$ cat config.mk
export PLATFORM = sky130hd
export DESIGN_NAME = global_ldst_merge
export DESIGN_NICKNAME = d
export VERILOG_FILES = /design/src/rtl/global_ldst_merge_pkg.sv /design/src/rtl/ldst_addr_join.sv /design/src/rtl/global_ldst_merge.sv
export SDC_FILE = /design/constraint.sdc
export NUM_CORES = 1
export LEC_CHECK = 0
export CAP_MARGIN = 20
export CORE_AREA = 2 2 310 312
export CTS_CLUSTER_DIAMETER = 100
export CTS_CLUSTER_SIZE = 30
export DETAILED_ROUTE_END_ITERATION = 8
export DIE_AREA = 0 0 312 314
export PLACE_DENSITY_LB_ADDON = 0.25
export SYNTH_ARGS = -nofsm -noshare
export SYNTH_HDL_FRONTEND = slang
export SYNTH_HIERARCHICAL = 1
export SYNTH_SLANG_ARGS = --single-unit
export TNS_END_PERCENT = 30
$ cat constraint.sdc
create_clock -name clk_i -period 2.5 [get_ports clk_i]
set_input_delay 0.25 -clock clk_i [delete_from_list [all_inputs] [get_ports clk_i]]
set_output_delay 0.25 -clock clk_i [all_outputs]
set_load 0.01 [all_outputs]
$ cat src/rtl/global_ldst_merge_pkg.sv
// Shared constants and AXI channel types for global_ldst_merge.
// Cluster ports carry ClusterAxiDataWidth-bit data. The wide port carries
// NrClusters x ClusterAxiDataWidth bits, with cluster 0 in the LSBs.
package global_ldst_merge_pkg;

  localparam int unsigned NrClusters          = 4;
  localparam int unsigned ClusterAxiDataWidth = 8;
  localparam int unsigned AxiAddrWidth        = 32;
  localparam int unsigned AxiIdWidth          = 4;
  localparam int unsigned WideDataWidth       = NrClusters * ClusterAxiDataWidth;
  localparam int unsigned ClusterStrbWidth    = ClusterAxiDataWidth / 8;
  localparam int unsigned WideStrbWidth       = WideDataWidth / 8;
  // AXI size code of one full wide beat.
  localparam logic [2:0]  WideAxiSize         = 3'($clog2(WideStrbWidth));

  typedef struct packed {
    logic [AxiIdWidth-1:0]   id;
    logic [AxiAddrWidth-1:0] addr;
    logic [7:0]              len;
    logic [2:0]              size;
    logic [1:0]              burst;
    logic [3:0]              cache;
  } ax_chan_t;

  typedef struct packed {
    logic [AxiIdWidth-1:0] id;
    logic [1:0]            resp;
  } b_chan_t;

  typedef struct packed {
    logic [ClusterAxiDataWidth-1:0] data;
    logic [ClusterStrbWidth-1:0]    strb;
    logic                           last;
  } cl_w_chan_t;

  typedef struct packed {
    logic [AxiIdWidth-1:0]          id;
    logic [ClusterAxiDataWidth-1:0] data;
    logic [1:0]                     resp;
    logic                           last;
  } cl_r_chan_t;

  typedef struct packed {
    logic [WideDataWidth-1:0] data;
    logic [WideStrbWidth-1:0] strb;
    logic                     last;
  } wide_w_chan_t;

  typedef struct packed {
    logic [AxiIdWidth-1:0]    id;
    logic [WideDataWidth-1:0] data;
    logic [1:0]               resp;
    logic                     last;
  } wide_r_chan_t;

  typedef struct packed {
    ax_chan_t   aw;
    logic       aw_valid;
    cl_w_chan_t w;
    logic       w_valid;
    logic       b_ready;
    ax_chan_t   ar;
    logic       ar_valid;
    logic       r_ready;
  } cl_req_t;

  typedef struct packed {
    logic       aw_ready;
    logic       ar_ready;
    logic       w_ready;
    logic       b_valid;
    b_chan_t    b;
    logic       r_valid;
    cl_r_chan_t r;
  } cl_resp_t;

  typedef struct packed {
    ax_chan_t     aw;
    logic         aw_valid;
    wide_w_chan_t w;
    logic         w_valid;
    logic         b_ready;
    ax_chan_t     ar;
    logic         ar_valid;
    logic         r_ready;
  } wide_req_t;

  typedef struct packed {
    logic         aw_ready;
    logic         ar_ready;
    logic         w_ready;
    logic         b_valid;
    b_chan_t      b;
    logic         r_valid;
    wide_r_chan_t r;
  } wide_resp_t;

endpackage

$ cat src/rtl/ldst_addr_join.sv
// Joins one address channel (AR or AW) from NrClusters clusters into one request.
// Each cluster's request is captured into a held flag. Cluster 0's payload is the
// only one forwarded, so it is the only payload stored. The joined request goes
// valid one cycle after the last capture and is fed straight from registers.
// Ports:
//   clk_i, rst_ni  clock, asynchronous active-low reset
//   full_i         outstanding-burst counter is saturated; block new captures
//   valid_i        per-cluster request valid
//   chan0_i        cluster 0 payload
//   ready_o        per-cluster ready
//   valid_o        joined request valid
//   chan_o         joined payload (cluster 0)
//   ready_i        downstream ready
//   held_o         per-cluster held flags
module ldst_addr_join #(
  parameter type         chan_t     = logic,
  parameter int unsigned NrClusters = 2
) (
  input  logic                  clk_i,
  input  logic                  rst_ni,
  input  logic                  full_i,
  input  logic [NrClusters-1:0] valid_i,
  input  chan_t                 chan0_i,
  output logic [NrClusters-1:0] ready_o,
  output logic                  valid_o,
  output chan_t                 chan_o,
  input  logic                  ready_i,
  output logic [NrClusters-1:0] held_o
);

  logic [NrClusters-1:0] held_q, held_d;
  chan_t                 chan_q, chan_d;
  logic                  issue;

  assign ready_o = ~held_q & {NrClusters{~full_i}};
  assign valid_o = &held_q;
  assign chan_o  = chan_q;
  assign held_o  = held_q;
  assign issue   = valid_o & ready_i;

  // Issue needs every flag set, which forces every ready low,
  // so an issue and a capture never happen in the same cycle.
  always_comb begin
    held_d = held_q;
    chan_d = chan_q;
    if (issue) begin
      held_d = '0;
    end
    for (int unsigned c = 0; c < NrClusters; c++) begin
      if (valid_i[c] && ready_o[c]) begin
        held_d[c] = 1'b1;
      end
    end
    if (valid_i[0] && ready_o[0]) begin
      chan_d = chan0_i;
    end
  end

  always_ff @(posedge clk_i or negedge rst_ni) begin
    if (!rst_ni) begin
      held_q <= '0;
      chan_q <= '0;
    end else begin
      held_q <= held_d;
      chan_q <= chan_d;
    end
  end

endmodule

$ cat src/rtl/global_ldst_merge.sv
// Merges NrClusters per-cluster AXI ports into one wide AXI master port.
// AR/AW are joined through held registers. R is split into per-cluster slices.
// W beats are concatenated. B is forked to every cluster. Separate read and
// write counters cap in-flight bursts at MaxOutstanding.
// Optional macro GLOBAL_LDST_R_SPILL_EN adds a spill register on the wide R
// channel, which gives 1-cycle R latency at full throughput.
// Ports:
//   clk_i, rst_ni  clock, asynchronous active-low reset
//   axi_req_i      per-cluster requests     axi_resp_o  per-cluster responses
//   axi_req_o      wide request to memory   axi_resp_i  wide response from memory
module global_ldst_merge
  import global_ldst_merge_pkg::*;
#(
  parameter int unsigned MaxOutstanding = 8
) (
  input  logic                        clk_i,
  input  logic                        rst_ni,
  input  cl_req_t  [NrClusters-1:0]   axi_req_i,
  output cl_resp_t [NrClusters-1:0]   axi_resp_o,
  output wide_req_t                   axi_req_o,
  input  wide_resp_t                  axi_resp_i
);

  localparam int unsigned CntWidth = $clog2(MaxOutstanding) + 1;
  localparam int unsigned Cw       = ClusterAxiDataWidth;
  typedef logic [CntWidth-1:0] cnt_t;
  localparam cnt_t CntMax = cnt_t'(MaxOutstanding);

  cnt_t                  rd_cnt_q, rd_cnt_d, wr_cnt_q, wr_cnt_d;
  logic                  rd_full, wr_full, rd_dec, wr_dec;
  logic [NrClusters-1:0] ar_valid, ar_ready, aw_valid, aw_ready, ar_held, aw_held;
  logic [NrClusters-1:0] w_valid, r_ready_vec, b_ready_vec, b_accept;
  logic [NrClusters-1:0] b_done_q, b_done_d;
  ax_chan_t              ar_wide, aw_wide;
  logic                  ar_wide_valid, aw_wide_valid, ar_issue, aw_issue;
  logic                  w_all_valid, b_all;
  wide_r_chan_t          r_chan;
  logic                  r_valid, r_ready, wide_r_ready;
  logic                  unused_req;

  // Payloads of clusters other than 0 (and the cluster size fields) are not forwarded.
  assign unused_req = ^axi_req_i;

  always_comb begin
    ar_valid    = '0;
    aw_valid    = '0;
    w_valid     = '0;
    r_ready_vec = '0;
    b_ready_vec = '0;
    for (int unsigned c = 0; c < NrClusters; c++) begin
      ar_valid[c]    = axi_req_i[c].ar_valid;
      aw_valid[c]    = axi_req_i[c].aw_valid;
      w_valid[c]     = axi_req_i[c].w_valid;
      r_ready_vec[c] = axi_req_i[c].r_ready;
      b_ready_vec[c] = axi_req_i[c].b_ready;
    end
  end

  assign rd_full = (rd_cnt_q == CntMax);
  assign wr_full = (wr_cnt_q == CntMax);

  ldst_addr_join #(
    .chan_t     (ax_chan_t),
    .NrClusters (NrClusters)
  ) u_ar_join (
    .clk_i   (clk_i),
    .rst_ni  (rst_ni),
    .full_i  (rd_full),
    .valid_i (ar_valid),
    .chan0_i (axi_req_i[0].ar),
    .ready_o (ar_ready),
    .valid_o (ar_wide_valid),
    .chan_o  (ar_wide),
    .ready_i (axi_resp_i.ar_ready),
    .held_o  (ar_held)
  );

  ldst_addr_join #(
    .chan_t     (ax_chan_t),
    .NrClusters (NrClusters)
  ) u_aw_join (
    .clk_i   (clk_i),
    .rst_ni  (rst_ni),
    .full_i  (wr_full),
    .valid_i (aw_valid),
    .chan0_i (axi_req_i[0].aw),
    .ready_o (aw_ready),
    .valid_o (aw_wide_valid),
    .chan_o  (aw_wide),
    .ready_i (axi_resp_i.aw_ready),
    .held_o  (aw_held)
  );

  assign ar_issue = ar_wide_valid & axi_resp_i.ar_ready;
  assign aw_issue = aw_wide_valid & axi_resp_i.aw_ready;

  // R channel source: the raw wide R, or a two-slot spill buffer.
  assign r_ready = &r_ready_vec;
`ifdef GLOBAL_LDST_R_SPILL_EN
  logic         spill_a_full_q, spill_b_full_q;
  wide_r_chan_t spill_a_q, spill_b_q;
  logic         spill_a_fill, spill_a_drain, spill_b_fill, spill_b_drain;

  assign wide_r_ready  = ~spill_a_full_q | ~spill_b_full_q;
  assign spill_a_fill  = axi_resp_i.r_valid & wide_r_ready;
  assign spill_a_drain = spill_a_full_q & ~spill_b_full_q;
  // Slot B only fills when A must drain but the clusters are stalled.
  assign spill_b_fill  = spill_a_drain & ~r_ready;
  assign spill_b_drain = spill_b_full_q & r_ready;
  assign r_valid       = spill_a_full_q | spill_b_full_q;
  assign r_chan        = spill_b_full_q ? spill_b_q : spill_a_q;

  always_ff @(posedge clk_i or negedge rst_ni) begin
    if (!rst_ni) begin
      spill_a_full_q <= 1'b0;
      spill_b_full_q <= 1'b0;
      spill_a_q      <= '0;
      spill_b_q      <= '0;
    end else begin
      if (spill_a_fill) spill_a_q <= axi_resp_i.r;
      if (spill_a_fill || spill_a_drain) spill_a_full_q <= spill_a_fill;
      if (spill_b_fill) spill_b_q <= spill_a_q;
      if (spill_b_fill || spill_b_drain) spill_b_full_q <= spill_b_fill;
    end
  end
`else
  assign wide_r_ready = r_ready;
  assign r_valid      = axi_resp_i.r_valid;
  assign r_chan       = axi_resp_i.r;
`endif

  assign rd_dec = r_valid & r_ready & r_chan.last;

  assign w_all_valid = &w_valid;

  // B fork: the wide B is consumed once every cluster has taken it, now or earlier.
  assign b_accept = {NrClusters{axi_resp_i.b_valid}} & ~b_done_q & b_ready_vec;
  assign b_all    = axi_resp_i.b_valid & (&(b_done_q | b_accept));
  assign b_done_d = b_all ? '0 : (b_done_q | b_accept);
  assign wr_dec   = b_all;

  always_comb begin
    rd_cnt_d = rd_cnt_q;
    if (ar_issue && !rd_dec) rd_cnt_d = rd_cnt_q + cnt_t'(1);
    else if (!ar_issue && rd_dec) rd_cnt_d = rd_cnt_q - cnt_t'(1);
    wr_cnt_d = wr_cnt_q;
    if (aw_issue && !wr_dec) wr_cnt_d = wr_cnt_q + cnt_t'(1);
    else if (!aw_issue && wr_dec) wr_cnt_d = wr_cnt_q - cnt_t'(1);
  end

  always_ff @(posedge clk_i or negedge rst_ni) begin
    if (!rst_ni) begin
      rd_cnt_q <= '0;
      wr_cnt_q <= '0;
      b_done_q <= '0;
    end else begin
      rd_cnt_q <= rd_cnt_d;
      wr_cnt_q <= wr_cnt_d;
      b_done_q <= b_done_d;
    end
  end

  always_comb begin
    axi_req_o          = '0;
    axi_req_o.ar       = ar_wide;
    axi_req_o.ar.size  = WideAxiSize;
    axi_req_o.ar_valid = ar_wide_valid;
    axi_req_o.aw       = aw_wide;
    axi_req_o.aw.size  = WideAxiSize;
    axi_req_o.aw_valid = aw_wide_valid;
    axi_req_o.w_valid  = w_all_valid;
    axi_req_o.w.last   = axi_req_i[0].w.last;
    axi_req_o.b_ready  = b_all;
    axi_req_o.r_ready  = wide_r_ready;
    for (int unsigned c = 0; c < NrClusters; c++) begin
      axi_req_o.w.data[c*Cw +: Cw] = axi_req_i[c].w.data;
      axi_req_o.w.strb[c*ClusterStrbWidth +: ClusterStrbWidth] = axi_req_i[c].w.strb;
    end
  end

  always_comb begin
    axi_resp_o = '0;
    for (int unsigned c = 0; c < NrClusters; c++) begin
      axi_resp_o[c].ar_ready = ar_ready[c];
      axi_resp_o[c].aw_ready = aw_ready[c];
      axi_resp_o[c].w_ready  = axi_resp_i.w_ready & w_all_valid;
      axi_resp_o[c].b_valid  = axi_resp_i.b_valid & ~b_done_q[c];
      axi_resp_o[c].b        = axi_resp_i.b;
      axi_resp_o[c].r_valid  = r_valid;
      axi_resp_o[c].r.id     = r_chan.id;
      axi_resp_o[c].r.resp   = r_chan.resp;
      axi_resp_o[c].r.last   = r_chan.last;
      axi_resp_o[c].r.data   = r_chan.data[c*Cw +: Cw];
    end
  end

endmodule
==> out/metrics.yaml <==
routing:
  avgRoutedWirePerCell_microns: 11.1
  antenna_left: 0
  drt_wl_total_mm: 21.4
  drt_iter0_drc: 144
  via_per_inst: 2.10
  drc_errors: 0
  drtPass1Iterations: 4
  num_vias: 4038
global_route:
  grt_antenna_before_repair: 2
  track_usage_pct: 4.40
  grt_overflow: 0
  first_global_vias: 4405
  grt_pass1_wl_mm: 30.8
  grt_max_degree: 56
floorplan:
  io_pins: 788
  initial_core_util_pct: 6.91
  num_rows: 113
  coreArea_sq_mm: 0.0944
  die_h_microns: 314
  die_w_microns: 312
  die_area_sq_mm: 0.0980
timing:
  fin_crit_sh_pct: 93.5
  drv_slew: 0
  rsz0062_at_grt: "false"
  hold_viol: 0
  period_needed_ns: 2.34
  fin_tns_setup_ns: 0
  worst_clock_skew_ns: 0.0193
  setup_viol: 0
  fmax_ghz: 0.428
cts:
  clk_path_buf_depth: 2
  clock_latency_ns: 0.47
  path_clk_slew_ns: 0.07
  cts.sinks: 120
  h-tree-depth: 4
  root_buffer: "clkbuf_16"
  cts_tree: "done"
  numCtsBuffers: 17
pwr:
  swShare_pct: 32.4
  ir_drop_mv: 0.342
  p_leak_nw: 3.92
  combPwrFrac_pct: 49.6
  p_clk_share_pct: 20.8
  power.density_mw_per_mm2: 1150
  p_sw_mw: 3.87
  p_int_mw: 8.09
  p_total_mw: 12.0
  p_seq_share_pct: 29.6
cells_and_area:
  layout.nets: 1185
  n_fill_cell: 10835
  final_cells: 1920
  layout-drive-gt1-share_pct: 28.6
  area_growth_pct: 59.3
logic_synthesis:
  syn_area_sq_mm: 0.00652
  avgSynthCellArea_sq_um: 13.7
  ys.warnings.count: 6
  syn_inst: 477
hold_path:
  min_path_type: "in -> async"
critical_path:
  cp_max_fo: 3
  required_ns: 2.83
  cp-start-kind: "register"
  cp.arrival_ns: 2.67
  cp-end-kind: "register"
  path_class: "reg -> reg"
placed_design:
  dp.cells: 1885
  gp_congestion: 0.705
  io_buffers: 256
  dp_hpwl_mm: 16.5
job:
  drv_cap: 0
outcome:
  status: "finished clean"
cell usage in the layout, fill, tap and decap left out, types with 3 or more instances in the layout:
cell             instances
o211ai_2                 4
mux2_4                  92
ha_1                     6
clkinv_4                 4
buf_4                   30
mux2_2                   8
nor2_1                  16
nand3_1                  5
xnor2_1                  4
clkinv_2                 3
and2b_2                  6
inv_6                    5
and2_1                   3
nor2b_1                  4
nand2_1                  4
clkbuf_16               17
dfrtp_1                120
conb_1                   6
a2bb2oi_1                6
buf_12                   7
clkdlybuf4s50_1        255
a21oi_1                  8
and4_1                   4
per-layer routing:
| layer | wire length [microns] | vias up | GRT usage, % |
|---|---|---|---|
| li1 | - | 1814 | - |
| met1 | 8570 | 1893 | 4.89 |
| met2 | 9260 | 248 | 6.38 |
| met3 | 2550 | 83 | 2.35 |
| met4 | 983 | 0 | 3.17 |
| met5 | 0 | - | 0 |
through the flow:
stage,hold WS [ns],instance area [sq um],setup WS [ns],utilization (%)
6_report,0.188,10400,0.162,11.0
4_1_cts,0.148,10400,0.111,11.0
5_1_grt,0.165,10400,0.0153,11.0
2_1_floorplan,-0.0456,6540,0.220,-
3_3_place_gp,0.117,9770,-0.360,10.3
3_5_place_dp,0.113,9800,-0.358,10.4
critical path, cell delays in order, from the launching register on:
cell      delay, ns
dfrtp_1        0.39
o221ai_1       0.30
nor3_2         0.08
buf_4          0.15
inv_2          0.08
ha_1           0.16
inv_1          0.05
ha_1           0.29
or4_4          0.51
o211ai_2       0.10
o211ai_2       0.09
power groups by stage:
stage                     combinational [mW]  clock (mW)  sequential [mW]
after floorplan                         2.91           0             3.91
after global placement                  6.04           0             3.57
after detailed placement                6.01           0             3.58
after CTS                               6.05        2.61             3.56
after global routing                    6.35        2.68             3.70
final                                   5.93        2.49             3.54
path summary, 6_finish.rpt:
path | end | startpoint | slack, ns | cells after the start
worst min-delay path | u_aw_join/chan_o[44]$_DFFE_PN0P_ | rst_ni | 0.19 | 2
worst max-delay path | wr_cnt_q[3]$_DFFE_PN0P_ | b_done_q[0]$_DFF_PN0_ | 0.16 | 10
max in group asynchronous | u_ar_join/chan_o[31]$_DFFE_PN0P_ | rst_ni | 1.66 | 3
worst min register to register | u_ar_join/chan_o[39]$_DFFE_PN0P_ | u_ar_join/chan_o[39]$_DFFE_PN0P_ | 0.50 | 1
worst max register to register | wr_cnt_q[3]$_DFFE_PN0P_ | b_done_q[0]$_DFF_PN0_ | 0.16 | 10
min in group clk_i | u_ar_join/chan_o[40]$_DFFE_PN0P_ | axi_req_i[42] | 0.39 | 2
flip-flops by register name, indices dropped and copies added (netlist names):
register	flops
u_ar_join/held_o	4
b_done_q	4
u_ar_join/chan_o	50
rd_cnt_q	4
u_aw_join/held_o	4
u_aw_join/chan_o	50
wr_cnt_q	4
timing repair:
item	in CTS	in global routing
gates resized for setup	0	1
setup endpoints to repair	0	1
buffers inserted	0	1
hold buffers	1	0
endpoints found under the hold margin	120	0
cell type report:
cell class,count,area [sq um],share of cell area (%)
diodes,1,2.50,0.0241
clock buffers,17,425,4.09
clock inverters,15,143,1.37
inverters,3,11.3,0.108
multi-input cells,204,2250,21.7
flip-flops and latches,120,3000,28.9
well taps,1265,1580,15.2
repair buffers,295,2970,28.6
No activity file was read; power rests on OpenSTA's default activity.
